===== src/rtl/ysyx_25020047_pkg.sv =====
// ysyx_25020047_pkg: shared LSU state encodings, access sizes and defaults
package ysyx_25020047_pkg;

    typedef enum logic [1:0] {IDLE, REQ, WAIT, RESP} lsu_state_e;

    localparam logic [1:0] SIZE_B = 2'd0;
    localparam logic [1:0] SIZE_H = 2'd1;
    localparam logic [1:0] SIZE_W = 2'd2;
    localparam logic [1:0] SIZE_X = 2'd3;

    localparam int DEFAULT_TIMEOUT_CYCLES = 255;

    // Requests that can never reach the bus: illegal size or a misaligned half/word
    function automatic logic misaligned(input logic [1:0] size, input logic [1:0] a);
        return size == SIZE_X || (size == SIZE_H && a[0]) || (size == SIZE_W && a != 2'b00);
    endfunction

endpackage


===== src/rtl/ysyx_25020047_lsu_align.sv =====
// ysyx_25020047_lsu_align: byte-lane strobes, store replication and load extract/extend
module ysyx_25020047_lsu_align
    import ysyx_25020047_pkg::*;
(
    input  logic [1:0]  addr,
    input  logic [1:0]  size,
    input  logic        zext,
    input  logic [31:0] wdata,
    input  logic [31:0] rdata,
    output logic [3:0]  wstrb,
    output logic [31:0] wdata_rep,
    output logic [31:0] rdata_ext
);

    logic [31:0] sh;

    assign sh = rdata >> {addr, 3'b000};

    assign wstrb = size == SIZE_B ? 4'b0001 << addr
                 : size == SIZE_H ? 4'b0011 << {addr[1], 1'b0}
                 : 4'b1111;

    assign wdata_rep = size == SIZE_B ? {4{wdata[7:0]}}
                     : size == SIZE_H ? {2{wdata[15:0]}}
                     : wdata;

    assign rdata_ext = size == SIZE_B ? {{24{sh[7] & ~zext}}, sh[7:0]}
                     : size == SIZE_H ? {{16{sh[15] & ~zext}}, sh[15:0]}
                     : sh;

endmodule


===== src/rtl/ysyx_25020047_lsu.sv =====
// ysyx_25020047_lsu: load/store unit bridging core requests to a valid/ready memory bus
module ysyx_25020047_lsu
    import ysyx_25020047_pkg::*;
#(
    parameter int TIMEOUT_CYCLES = DEFAULT_TIMEOUT_CYCLES
) (
    input  logic        clk,
    input  logic        rst_n,
    input  logic        req_valid,
    output logic        req_ready,
    input  logic        req_write,
    input  logic [31:0] req_addr,
    input  logic [31:0] req_wdata,
    input  logic [1:0]  req_size,
    input  logic        req_unsigned,
    output logic        resp_valid,
    output logic [31:0] resp_rdata,
    output logic        resp_err,
    output logic        busy,
    output logic        mem_req_valid,
    input  logic        mem_req_ready,
    output logic        mem_req_we,
    output logic [31:0] mem_req_addr,
    output logic [31:0] mem_req_wdata,
    output logic [3:0]  mem_req_wstrb,
    input  logic        mem_resp_valid,
    output logic        mem_resp_ready,
    input  logic [31:0] mem_resp_rdata,
    input  logic        mem_resp_err
);

    localparam int CW = $clog2(TIMEOUT_CYCLES + 1);

    lsu_state_e  state_q, state_d;
    logic        we_q, uns_q, err_q;
    logic [1:0]  size_q;
    logic [31:0] addr_q, wdata_q, rdata_q;
    logic [CW-1:0] cnt_q;
    logic [3:0]  strb;
    logic [31:0] wrep, rext;
    logic        bad, timeout;

    ysyx_25020047_lsu_align u_align (
        .addr      (addr_q[1:0]),
        .size      (size_q),
        .zext      (uns_q),
        .wdata     (wdata_q),
        .rdata     (mem_resp_rdata),
        .wstrb     (strb),
        .wdata_rep (wrep),
        .rdata_ext (rext)
    );

    assign bad     = misaligned(req_size, req_addr[1:0]);
    assign timeout = cnt_q == CW'(TIMEOUT_CYCLES - 1);

    // Payload comes only from registers, so mem_req_ready never reaches it
    assign req_ready      = state_q == IDLE;
    assign busy           = state_q != IDLE;
    assign mem_req_valid  = state_q == REQ;
    assign mem_req_we     = we_q;
    assign mem_req_addr   = {addr_q[31:2], 2'b00};
    assign mem_req_wdata  = wrep;
    assign mem_req_wstrb  = we_q ? strb : 4'b0000;
    assign mem_resp_ready = state_q == WAIT;
    assign resp_valid     = state_q == RESP;
    assign resp_rdata     = resp_valid ? rdata_q : 32'h0;
    assign resp_err       = resp_valid & err_q;

    always_comb begin
        state_d = state_q;
        case (state_q)
            IDLE:    state_d = req_valid ? (bad ? RESP : REQ) : IDLE;
            REQ:     state_d = mem_req_ready ? WAIT : REQ;
            WAIT:    state_d = (mem_resp_valid || timeout) ? RESP : WAIT;
            default: state_d = IDLE;
        endcase
    end

    always_ff @(posedge clk or negedge rst_n) begin
        if (!rst_n) begin
            state_q <= IDLE;
            we_q    <= 1'b0;
            uns_q   <= 1'b0;
            err_q   <= 1'b0;
            size_q  <= 2'b00;
            addr_q  <= 32'h0;
            wdata_q <= 32'h0;
            rdata_q <= 32'h0;
            cnt_q   <= '0;
        end else begin
            state_q <= state_d;
            if (state_q == IDLE && req_valid) begin
                we_q    <= req_write;
                uns_q   <= req_unsigned;
                size_q  <= req_size;
                addr_q  <= req_addr;
                wdata_q <= req_wdata;
                err_q   <= bad;
                rdata_q <= 32'h0;
            end
            if (state_q == REQ)
                cnt_q <= '0;
            if (state_q == WAIT) begin
                cnt_q <= cnt_q + CW'(1);
                if (mem_resp_valid) begin
                    rdata_q <= (we_q || mem_resp_err) ? 32'h0 : rext;
                    err_q   <= mem_resp_err;
                end else if (timeout) begin
                    rdata_q <= 32'h0;
                    err_q   <= 1'b1;
                end
            end
        end
    end

endmodule

===== config.mk =====
export PLATFORM = sky130hd
export DESIGN_NAME = ysyx_25020047_lsu
export DESIGN_NICKNAME = d
export VERILOG_FILES = /design/src/rtl/ysyx_25020047_pkg.sv /design/src/rtl/ysyx_25020047_lsu_align.sv /design/src/rtl/ysyx_25020047_lsu.sv
export SDC_FILE = /design/constraint.sdc
export NUM_CORES = 1
export LEC_CHECK = 0
export ABC_AREA = 0
export BUFFER_PORTS_ARGS = -buffer_cell sky130_fd_sc_hd__buf_2
export CAP_MARGIN = 30
export CORE_MARGIN = 4
export CORE_UTILIZATION = 45
export DETAILED_ROUTE_END_ITERATION = 7
export PLACE_DENSITY = 0.77
export SLEW_MARGIN = 10
export SYNTH_ARGS = -nofsm -noshare
export SYNTH_HDL_FRONTEND = slang
export SYNTH_SLANG_ARGS = --single-unit

===== constraint.sdc =====
create_clock -name clk -period 1.7 [get_ports clk]
set_input_delay 0.17 -clock clk [delete_from_list [all_inputs] [get_ports clk]]
set_output_delay 0.17 -clock clk [all_outputs]
set_load 0.005 [all_outputs]

==> out/metrics.yaml, run 1 <==
outcome: "finished with violations"
failed_checks: "setup timing"
clk_latency_ns: 0.36
drt-total-wl_um: 16300
cts.path.max_buffers: 2
crit_fanout: 15
holdWs_ns: 0.0394
synth_cells: 499
place_congestion: 0.853
pin_count: 213
final_cells: 880
antenna_found_initial: 2
dieArea_sq_mm: 0.0147
htree_levels: 3
endpoint_kind: "flip-flop"
path_clk_slew_ns: 0.07
power_frac_clock_pct: 16.6
cts_root_buf: "clkbuf_16"
internal-power_w: 0.00894
drt_iter0_markers: 316
most-common-layout-cells: "172 x buf_2, 108 x dfrtp_1, 84 x mux2_2, 42 x buf_6"
grt_pass1_vias: 4749
top_usage_layer: "met2"
dieHeight_um: 121
vias_per_cell: 5.30
slowest_stage: "dfrtp_2"
nFillCells: 1007
async_flop_share_pct: 100
setup_violations: 30
die_w_um: 121
p_switching_w: 0.00493
antenna_left: 0
ir_drop_uv: 1150
grtUsageMet3_pct: 5.78
synthesis.area_sq_mm: 0.00578
crit_type: "reg2reg"
firstDrtPassIters: 4
hold_viol: 0
grt.met2_usage_pct: 35.6
synthToLayoutAreaGrowth_pct: 37.5
skew_ns: 0.00549
cpPeakStageDelay_ns: 0.46
yosysWarningCount: 0
io_buffers: 210
cp.arrival_ns: 2.02
mostFrequentLayoutCell: "buf_2"
numCtsBuffers: 9
synth_cell_types: 44
grt_max_degree: 58
syn_area_per_cell_sq_um: 11.6
path_common_cell: "mux2_4"
grt_util_met1_pct: 25.9
dpl.cell_count: 847
vias: 4664
yosysSeqAreaShare_pct: 48.1
drv_cap: 0
worst_slack_ns: -0.0788
wl_per_cell_um: 18.5
crit_required_ns: 1.94
start_util_pct: 45.8
rsz0062_at_grt: "yes"
yosys_most_used_dff: "dfrtp_1"
nets: 813
grt_remaining_overflow: 0
ys_ff_latch: 111
min_period_ns: 1.78
numClockSinks: 111
fp-row-count: 41
p_per_area_mw_per_mm2: 1740
drive_gt1_share_pct: 60.5
synth_edf_count: 0
min_path_type: "in2reg"
leakage_nw: 3.91
p_seq_share_pct: 32.8
switching_share_pct: 35.5
drc: 0
coreArea_sq_mm: 0.0126
drv_slew: 0
period_share_pct: 105
cts_tree: "done"
critPathLaunchType: "flip-flop"
path_cells: "mux2_4, mux2_4, nor2_4, a211oi_4, buf_12, a221o_1"
utilization_pct: 63.0
hpwl_um: 11700
p_comb_share_pct: 50.7
fmax_mhz: 562
grt.total_usage_pct: 21.2
grt_pass1_wl_um: 24500
[cell type report]
cell class	count	area, sq um	area share (%)
Sequential cell	111	2780	35.0
Multi-Input combinational cell	311	2730	34.3
Timing Repair Buffer	260	1860	23.4
Clock buffer	9	225	2.83
Tap cell	172	215	2.71
Clock inverter	7	97.6	1.23
Inverter	8	33.8	0.425
Antenna cell	2	5.00	0.0630
[power groups by stage]
stage               Combinational [W]  Clock (W)  Sequential (W)
finish                        0.00703    0.00230         0.00454
global route                  0.00760    0.00244         0.00467
CTS                           0.00633    0.00233         0.00448
detailed placement            0.00599          0         0.00450
global placement              0.00582          0         0.00442
floorplan                     0.00431          0         0.00420
[cell families (layout without fill, tap and decap cells)]
logic type / after synthesis / in the layout / synth area share [%]
flip-flops: 111 / 111 / 48.1
other: 1 / 4 / 0.0649
multiplexers: 119 / 119 / 22.7
buffers and inverters: 79 / 284 / 8.31
XOR/XNOR: 1 / 1 / 0.152
AND/OR/NAND/NOR: 111 / 112 / 9.96
adder cells (fa/ha/maj): 6 / 6 / 1.30
AO/OA/AOI/OAI: 71 / 71 / 9.50
[routing by layer]
layer  wire length, um  part of all wire (%)
met3              1320                   8.1
met5                13                 0.080
met1              6280                    39
met2              8340                    51
met4               357                   2.2
[state kept, by name, indices dropped and copies added (netlist names)]
signal      cells
addr_q         32
cnt_q           8
err_q           1
mem_req_we      1
rdata_q        32
size_q          2
state_q         2
uns_q           1
wdata_q        32
[worst max-delay path: cells and delay by family (launching register included)]
| family | cells | cell delay (ns) |
|---|---|---|
| mux | 2 | 0.62 |
| simple gates | 1 | 0.11 |
| flops | 1 | 0.46 |
| compound gates | 2 | 0.33 |
| buf+inv | 1 | 0.16 |
[synthesized netlist by cell type (2+ instances only)]
library cell	count	share of area, %
a211o_1	8	1.2
a21oi_1	9	0.78
a221o_1	7	1.2
a221oi_1	7	1.1
a32o_1	7	1.2
and2_1	34	3.7
buf_1	6	0.39
buf_2	9	0.78
buf_4	42	5.5
buf_6	2	0.39
clkbuf_1	12	0.78
dfrtp_1	111	48
ha_1	6	1.3
inv_1	7	0.45
mux2_1	2	0.39
mux2_2	93	18
mux2i_1	24	4.2
nand2_1	31	2.0
nand2b_1	3	0.32
nand3_1	5	0.43
nand4_1	2	0.22
nor2_1	19	1.2
nor2_2	2	0.22
nor2b_1	4	0.43
nor3_1	2	0.17
o21a_1	2	0.26
o21ai_0	15	1.3
o2bb2ai_1	10	1.5
or3_1	3	0.32
[worst paths after layout]
| check | startpoint | to | slack (ns) | depth (start not counted) |
|---|---|---|---|---|
| max in group asynchronous | rst_n | size_q[0] | 1.04 | 3 |
| min in group asynchronous | rst_n | wdata_q[16] | 0.36 | 3 |
| hold / removal | req_write | mem_req_we | 0.04 | 2 |
| hold reg to reg | rdata_q[16] | rdata_q[16] | 0.49 | 1 |
| setup / recovery | addr_q[0] | rdata_q[30] | -0.08 | 6 |
| setup reg to reg | addr_q[0] | rdata_q[30] | -0.08 | 6 |
[per-stage QoR]
stage               setup slack, ns  TNS (ns)  instance area [sq um]  power, W
detailed placement          -0.0735    -0.947                   6960    0.0105
global placement            0.00608         0                   6960    0.0102
CTS                         -0.0563    -0.750                   7420    0.0131
floorplan                  0.000406         0                   5800   0.00851
finish                      -0.0788     -1.19                   7950    0.0139
global route                 -0.103     -3.48                   7950    0.0147
[repair_timing]
action,4_1_cts,5_1_grt
hold buffers,1,0
gates cloned,0,4
setup endpoints to repair,75,101
setup buffers,4,8
pin swaps,7,27
hold endpoints to repair,111,0
resized for setup,27,100
Power figures use the tool's default switching activity.
==> inputs of run 2 (changes only) <==
--- a/config.mk
+++ b/config.mk
@@ -6,12 +6,14 @@
 export NUM_CORES = 1
 export LEC_CHECK = 0
 export ABC_AREA = 0
-export BUFFER_PORTS_ARGS = -buffer_cell sky130_fd_sc_hd__buf_2
+export BUFFER_PORTS_ARGS = -buffer_cell sky130_fd_sc_hd__buf_4
 export CAP_MARGIN = 30
+export CORE_ASPECT_RATIO = 1.25
 export CORE_MARGIN = 4
 export CORE_UTILIZATION = 45
 export DETAILED_ROUTE_END_ITERATION = 7
 export PLACE_DENSITY = 0.77
+export REMOVE_ABC_BUFFERS = 1
 export SLEW_MARGIN = 10
 export SYNTH_ARGS = -nofsm -noshare
 export SYNTH_HDL_FRONTEND = slang
==> run 2 against run 1 <==
Against the previous run:
- the run still ends with setup timing left
- power rose by 6.3%
- clock-buffer cell count rose by 2
- sequential power barely moved
- largest power group unchanged
==> out/metrics.yaml, run 2 (synthesis gave the netlist of run 1 again) <==
outcome: "finished with violations"
failed_checks: "setup timing"
nFillCells: 926  # -8.0%
io_buffers: 210  # unchanged
antenna_found_initial: 0  # -2
holdPathStages: 2  # unchanged
drv_cap: 0  # unchanged
start_util_pct: 45.7  # -0.15 points
final_cells: 877  # -0.34%
r2r_setup_slack_ns: -0.02  # +0.06 ns
rsz0062_at_grt: "yes"
slowest_stage: "dfrtp_2"
crit_type: "reg2reg"
wl_per_cell_um: 19.3  # +3.9%
cts.path.max_buffers: 2  # unchanged
hpwl_um: 11900  # +2.4%
antenna_left: 0  # unchanged
cp.arrival_ns: 1.95  # -0.07 ns
drive_gt1_share_pct: 61.5  # +1.0 points
area.sequential_sq_mm: 0.00278  # unchanged
grt_max_degree: 48  # -17%
pin_count: 213  # unchanged
startpoint: "addr_q[0]"
mostFrequentLayoutCell: "buf_4"
min_period_ns: 1.72  # -0.0555 ns
period_share_pct: 101  # -3.3 points
dieHeight_um: 135  # +11%
synthToLayoutAreaGrowth_pct: 46.6
drv_slew: 0  # unchanged
nets: 816  # +0.37%
fin_tns_setup_ns: -0.110  # +1.08 ns
crit_fanout: 15  # unchanged
coreArea_sq_mm: 0.0127  # +0.34%
r2r_cells: 6  # unchanged
most-common-layout-cells: "207 x buf_4, 108 x dfrtp_1, 84 x mux2_2, 44 x buf_6, 32 x and2_4"
place_congestion: 0.873  # +2.3%
firstDrtPassIters: 4  # unchanged
utilization_pct: 66.9  # +3.9 points
drt-total-wl_um: 16900  # +3.6%
path_cells: "mux2_4, mux2_4, nor2_4, a211oi_4, buf_12, a221o_1"
reg2reg_to: "rdata_q[29]"
largestRegisters: "addr_q x32, rdata_q x32, wdata_q x32"
skew_ns: 0.00667  # +0.00118 ns
cts_root_buf: "clkbuf_16"
drt_iter0_markers: 237  # -25%
hp-start: "req_wdata[24]"
dp_slack_ns: -0.115  # -0.0411 ns
hold_viol: 0  # unchanged
endpoint_kind: "flip-flop"
drc: 0  # unchanged
grt_pass1_wl_um: 25700  # +5.1%
grt_remaining_overflow: 0  # unchanged
ir_drop_uv: 877  # -24%
path_clk_slew_ns: 0.07  # about the same
grt.total_usage_pct: 22.4  # +1.2 points
diodes: 0  # -2
dieArea_sq_mm: 0.0147  # about the same
dpl.cell_count: 843  # -0.47%
leakage_nw: 4.10  # +4.9%
fp-row-count: 46  # +12%
p_per_area_mw_per_mm2: 1740  # -0.28%
clk_latency_ns: 0.35  # about the same
min_path_type: "in2reg"
numClockSinks: 111  # unchanged
path_common_cell: "mux2_4"
crit_required_ns: 1.93  # about the same
fmax_mhz: 580  # +3.2%
numCtsBuffers: 9  # unchanged
holdPathEnd: "wdata_q[24]"
cpPeakStageDelay_ns: 0.45  # about the same
multi_input_area_sq_mm: 0.00278  # +2.0%
die_w_um: 109  # -9.9%
vias_per_cell: 5.35  # +1.0%
setup_violations: 10  # -67%
htree_levels: 3  # unchanged
critPathLaunchType: "flip-flop"
r2r_start: "addr_q[0]"
vias: 4696  # +0.69%
cts_tree: "done"
worst_slack_ns: -0.0233  # +0.0555 ns
grt_pass1_vias: 5086  # +7.1%
==> run 2: cell count changes in the layout (fill, tap and decap cells not counted), sizes merged <==
| cell | before | now |
|---|---|---|
| clkinv | 3 | 0 |
| nand2 | 32 | 31 |
| diode | 2 | 0 |
| buf | 256 | 261 |
| clkinvlp | 3 | 2 |
| bufinv | 2 | 3 |
| bufbuf | 0 | 1 |
| inv | 7 | 8 |
==> run 2: per-stage QoR <==
stage	instance area, sq um	hold WS, ns	total power, W
global route	8470	0.0440	0.0156
global placement	7470	0.0784	0.0110
floorplan	5330	-0.126	0.00772
CTS	8070	0.0410	0.0143
finish	8470	0.0475	0.0147
detailed placement	7470	0.0863	0.0112
==> run 2: what timing repair did <==
| action | in CTS | in global routing |
|---|---|---|
| endpoints found under the setup margin | 82 | 86 |
| hold buffers | 1 | 0 |
| setup buffers | 5 | 9 |
| endpoints found under the hold margin | 18 | 0 |
| gates resized for setup | 34 | 95 |
| pin swaps | 10 | 22 |
| cloned | 2 | 2 |
==> run 2: report_power, final <==
group	leakage [nW]	total [W]	switching [W]	internal (W)
Sequential	1.39	0.00452	0.000797	0.00372
Combinational	2.56	0.00780	0.00325	0.00455
Clock	0.162	0.00243	0.000944	0.00148
==> run 2: cell type report <==
| class | instances | area share (%) |
|---|---|---|
| repair buffers | 264 | 27.4 |
| well taps | 168 | 2.48 |
| multi-input cells | 310 | 32.8 |
| flip-flops and latches | 111 | 32.8 |
| inverters | 8 | 0.384 |
| clock inverters | 5 | 1.24 |
| clock buffers | 11 | 2.86 |
==> run 2: metal layers <==
| layer | global-route usage (%) | share of wire, % | wire, um |
|---|---|---|---|
| met5 | 0 | 0 | 0 |
| met4 | 9.22 | 2.8 | 466 |
| met3 | 4.83 | 7.5 | 1270 |
| met2 | 40.0 | 54 | 9130 |
| met1 | 25.5 | 36 | 6030 |
==> run 2: how the worst max path moves through the flow <==
| stage | to | slack [ns] | cells after the start |
|---|---|---|---|
| global placement | rdata_q[27] | -0.07 | 7 |
| floorplan | rdata_q[24] | -1.58 | 5 |
| CTS | mem_req_wdata[14] | -0.04 | 4 |
| finish | rdata_q[29] | -0.02 | 6 |
| detailed placement | rdata_q[29] | -0.11 | 7 |
| global route | rdata_q[20] | -0.07 | 9 |
==> run 2: worst max-delay path: cells and delay by family (launching register included) <==
family / cells / cell delay, ns
buffers and inverters: 1 / 0.15
AO/OA/AOI/OAI: 2 / 0.31
flip-flops: 1 / 0.45
multiplexers: 2 / 0.59
AND/OR/NAND/NOR: 1 / 0.10
==> inputs of run 3 (changes only) <==
--- a/config.mk
+++ b/config.mk
@@ -9,7 +9,7 @@
 export BUFFER_PORTS_ARGS = -buffer_cell sky130_fd_sc_hd__buf_4
 export CAP_MARGIN = 30
 export CORE_ASPECT_RATIO = 1.25
-export CORE_MARGIN = 4
+export CORE_MARGIN = 5
 export CORE_UTILIZATION = 45
 export DETAILED_ROUTE_END_ITERATION = 7
 export PLACE_DENSITY = 0.77
==> run 3 against run 2 <==
Against the previous run:
- the run still ends with setup timing left
- utilization shrank 0.50 points
- cell count shrank 0.80%
- global-route usage shrank 2.0 points
- via count grew 0.75%
- clock power shrank 15%
- largest power group unchanged
==> out/metrics.yaml, run 3 (synthesis gave the netlist of run 1 again) <==
outcome: "finished with violations"
failed_checks: "setup timing"
cp.arrival_ns: 2.03  # +0.08 ns
dpl.cell_count: 837  # -0.71%
r2r_setup_slack_ns: -0.1  # -0.07 ns
hold_viol: 0  # unchanged
final_cells: 870  # -0.80%
pin_count: 213  # unchanged
crit_type: "reg2reg"
drv_cap: 0  # unchanged
numClockSinks: 111  # unchanged
dieHeight_um: 137  # +1.5%
multi_input_area_sq_mm: 0.00277  # -0.31%
endpoint_kind: "flip-flop"
drc: 0  # unchanged
rsz0062_at_grt: "yes"
drive_gt1_share_pct: 60.8  # -0.67 points
drt-total-wl_um: 17200  # +1.9%
cpPeakStageDelay_ns: 0.47  # +0.02 ns
vias_per_cell: 5.44  # +1.6%
dieArea_sq_mm: 0.0152  # +3.3%
drt_iter0_markers: 255  # +7.6%
place_congestion: 0.878  # +0.65%
nets: 809  # -0.86%
grt.total_usage_pct: 20.3  # -2.0 points
slew_headroom_pct: 59.4
drv_slew: 0  # unchanged
holdWs_ns: 0.0527  # +0.00519 ns
nFillCells: 936  # +1.1%
htree_levels: 3  # unchanged
grt_pass1_vias: 4868  # -4.3%
hpwl_um: 11700  # -1.9%
crit_fanout: 7  # -8
cts.path.max_buffers: 2  # unchanged
wl_per_cell_um: 19.8  # +2.8%
io_buffers: 210  # unchanged
critical-path-top-delay-family: "multiplexers"
min_period_ns: 1.80  # +0.0737 ns
die_w_um: 111  # +1.8%
skew_ns: 0.00935  # +0.00268 ns
grt_pass1_wl_um: 24800  # -3.4%
crit_required_ns: 1.93  # about the same
setup_violations: 36  # +26
synthToLayoutAreaGrowth_pct: 45.5
path_clk_slew_ns: 0.08  # about the same
largestRegisters: "addr_q x32, rdata_q x32, wdata_q x32"
cts_tree: "done"
grt_remaining_overflow: 0  # unchanged
dp_slack_ns: -0.0887  # +0.0259 ns
slowest_stage: "dfrtp_2"
fin_area_sq_mm: 0.00841  # -0.75%
dpl_cell_area_sq_mm: 0.00741  # -0.77%
start_util_pct: 45.7  # unchanged
area.sequential_sq_mm: 0.00278  # about the same
most-common-layout-cells: "192 x buf_4, 106 x dfrtp_1, 84 x mux2_2, 47 x buf_6, 34 x and2_4"
ir_drop_uv: 910  # +3.7%
grt_max_degree: 112  # +130%
cp.buffers_inverters: 1  # unchanged
min_path_type: "in2reg"
cts_root_buf: "clkbuf_16"
numCtsBuffers: 9  # unchanged
antenna_left: 0  # unchanged
fp-row-count: 46  # unchanged
worst_slack_ns: -0.0970  # -0.0737 ns
firstDrtPassIters: 4  # unchanged
utilization_pct: 66.4  # -0.50 points
path_common_cell: "mux2_4"
leakage_nw: 4.08  # -0.63%
worst_pin_slew_ns: 0.609
mostFrequentLayoutCell: "buf_4"
p_per_area_mw_per_mm2: 1700  # -2.2%
coreArea_sq_mm: 0.0127  # unchanged
vias: 4731  # +0.75%
path_cells: "mux2_4, mux2_4, nor2_4, a211oi_4, clkbuf_16, a221o_1"
antenna_found_initial: 0  # unchanged
diodes: 0  # unchanged
period_share_pct: 106  # +4.3 points
critPathLaunchType: "flip-flop"
fmax_mhz: 556  # -4.1%
clk_latency_ns: 0.35  # about the same
[run 3: changes by cell type in the layout (fill, tap and decap cells not counted), sizes merged]
cell / previous run / this run
buf: 261 / 250
bufinv: 3 / 0
clkinvlp: 2 / 0
clkbuf: 12 / 17
and2: 34 / 35
bufbuf: 1 / 0
clkinv: 0 / 4
[run 3: worst reg2reg max path: cells and delay by family (launching register included)]
kind | cells | cell delay, ns
mux | 2 | 0.61
flops | 1 | 0.47
buf+inv | 1 | 0.17
simple gates | 1 | 0.10
compound gates | 2 | 0.33
[run 3: worst paths after layout]
path / startpoint / endpoint / cells after the start
max: addr_q[0] / rdata_q[27] / 6
min: req_addr[16] / addr_q[16] / 2
max reg2reg: addr_q[0] / rdata_q[27] / 6
min reg2reg: rdata_q[10] / rdata_q[10] / 1
max in group asynchronous: rst_n / wdata_q[27] / 3
min in group asynchronous: rst_n / rdata_q[0] / 3
[run 3: where the power goes]
group	internal (W)	total, W	leakage [nW]	switching, W
sequential	0.00373	0.00451	1.38	0.000782
clock	0.00112	0.00207	0.149	0.000948
combinational	0.00446	0.00774	2.55	0.00327
total	0.00931	0.0143	4.08	0.00500
[run 3: cell type report]
cell class                      count  share of cell area [%]
Inverter                            8                   0.357
Multi-Input combinational cell    311                    33.0
Timing Repair Buffer              256                    27.6
Tap cell                          168                    2.50
Sequential cell                   111                    33.1
Clock inverter                      4                   0.327
Clock buffer                       12                    3.17
[run 3: stage by stage]
step                power, W  setup TNS, ns
floorplan            0.00772        -122.87
finish                0.0143          -1.38
detailed placement    0.0111         -0.968
CTS                   0.0137         -0.322
global route          0.0152          -3.41
global placement      0.0109        -0.0490
[run 3: per-layer routing]
layer | vias up | track usage [%] | routed length, um
met5 | - | 0 | 0
met4 | 0 | 7.84 | 497
met3 | 37 | 5.44 | 1220
met2 | 220 | 37.0 | 9360
met1 | 2355 | 22.8 | 6140
li1 | 2119 | - | -
[run 3: timing repair]
item | CTS | global route
pin swaps | 11 | 32
resized for setup | 39 | 96
setup buffers | 5 | 6
hold buffers | 1 | 0
setup endpoints to repair | 71 | 76
gates cloned | 1 | 7
endpoints found under the hold margin | 111 | 0
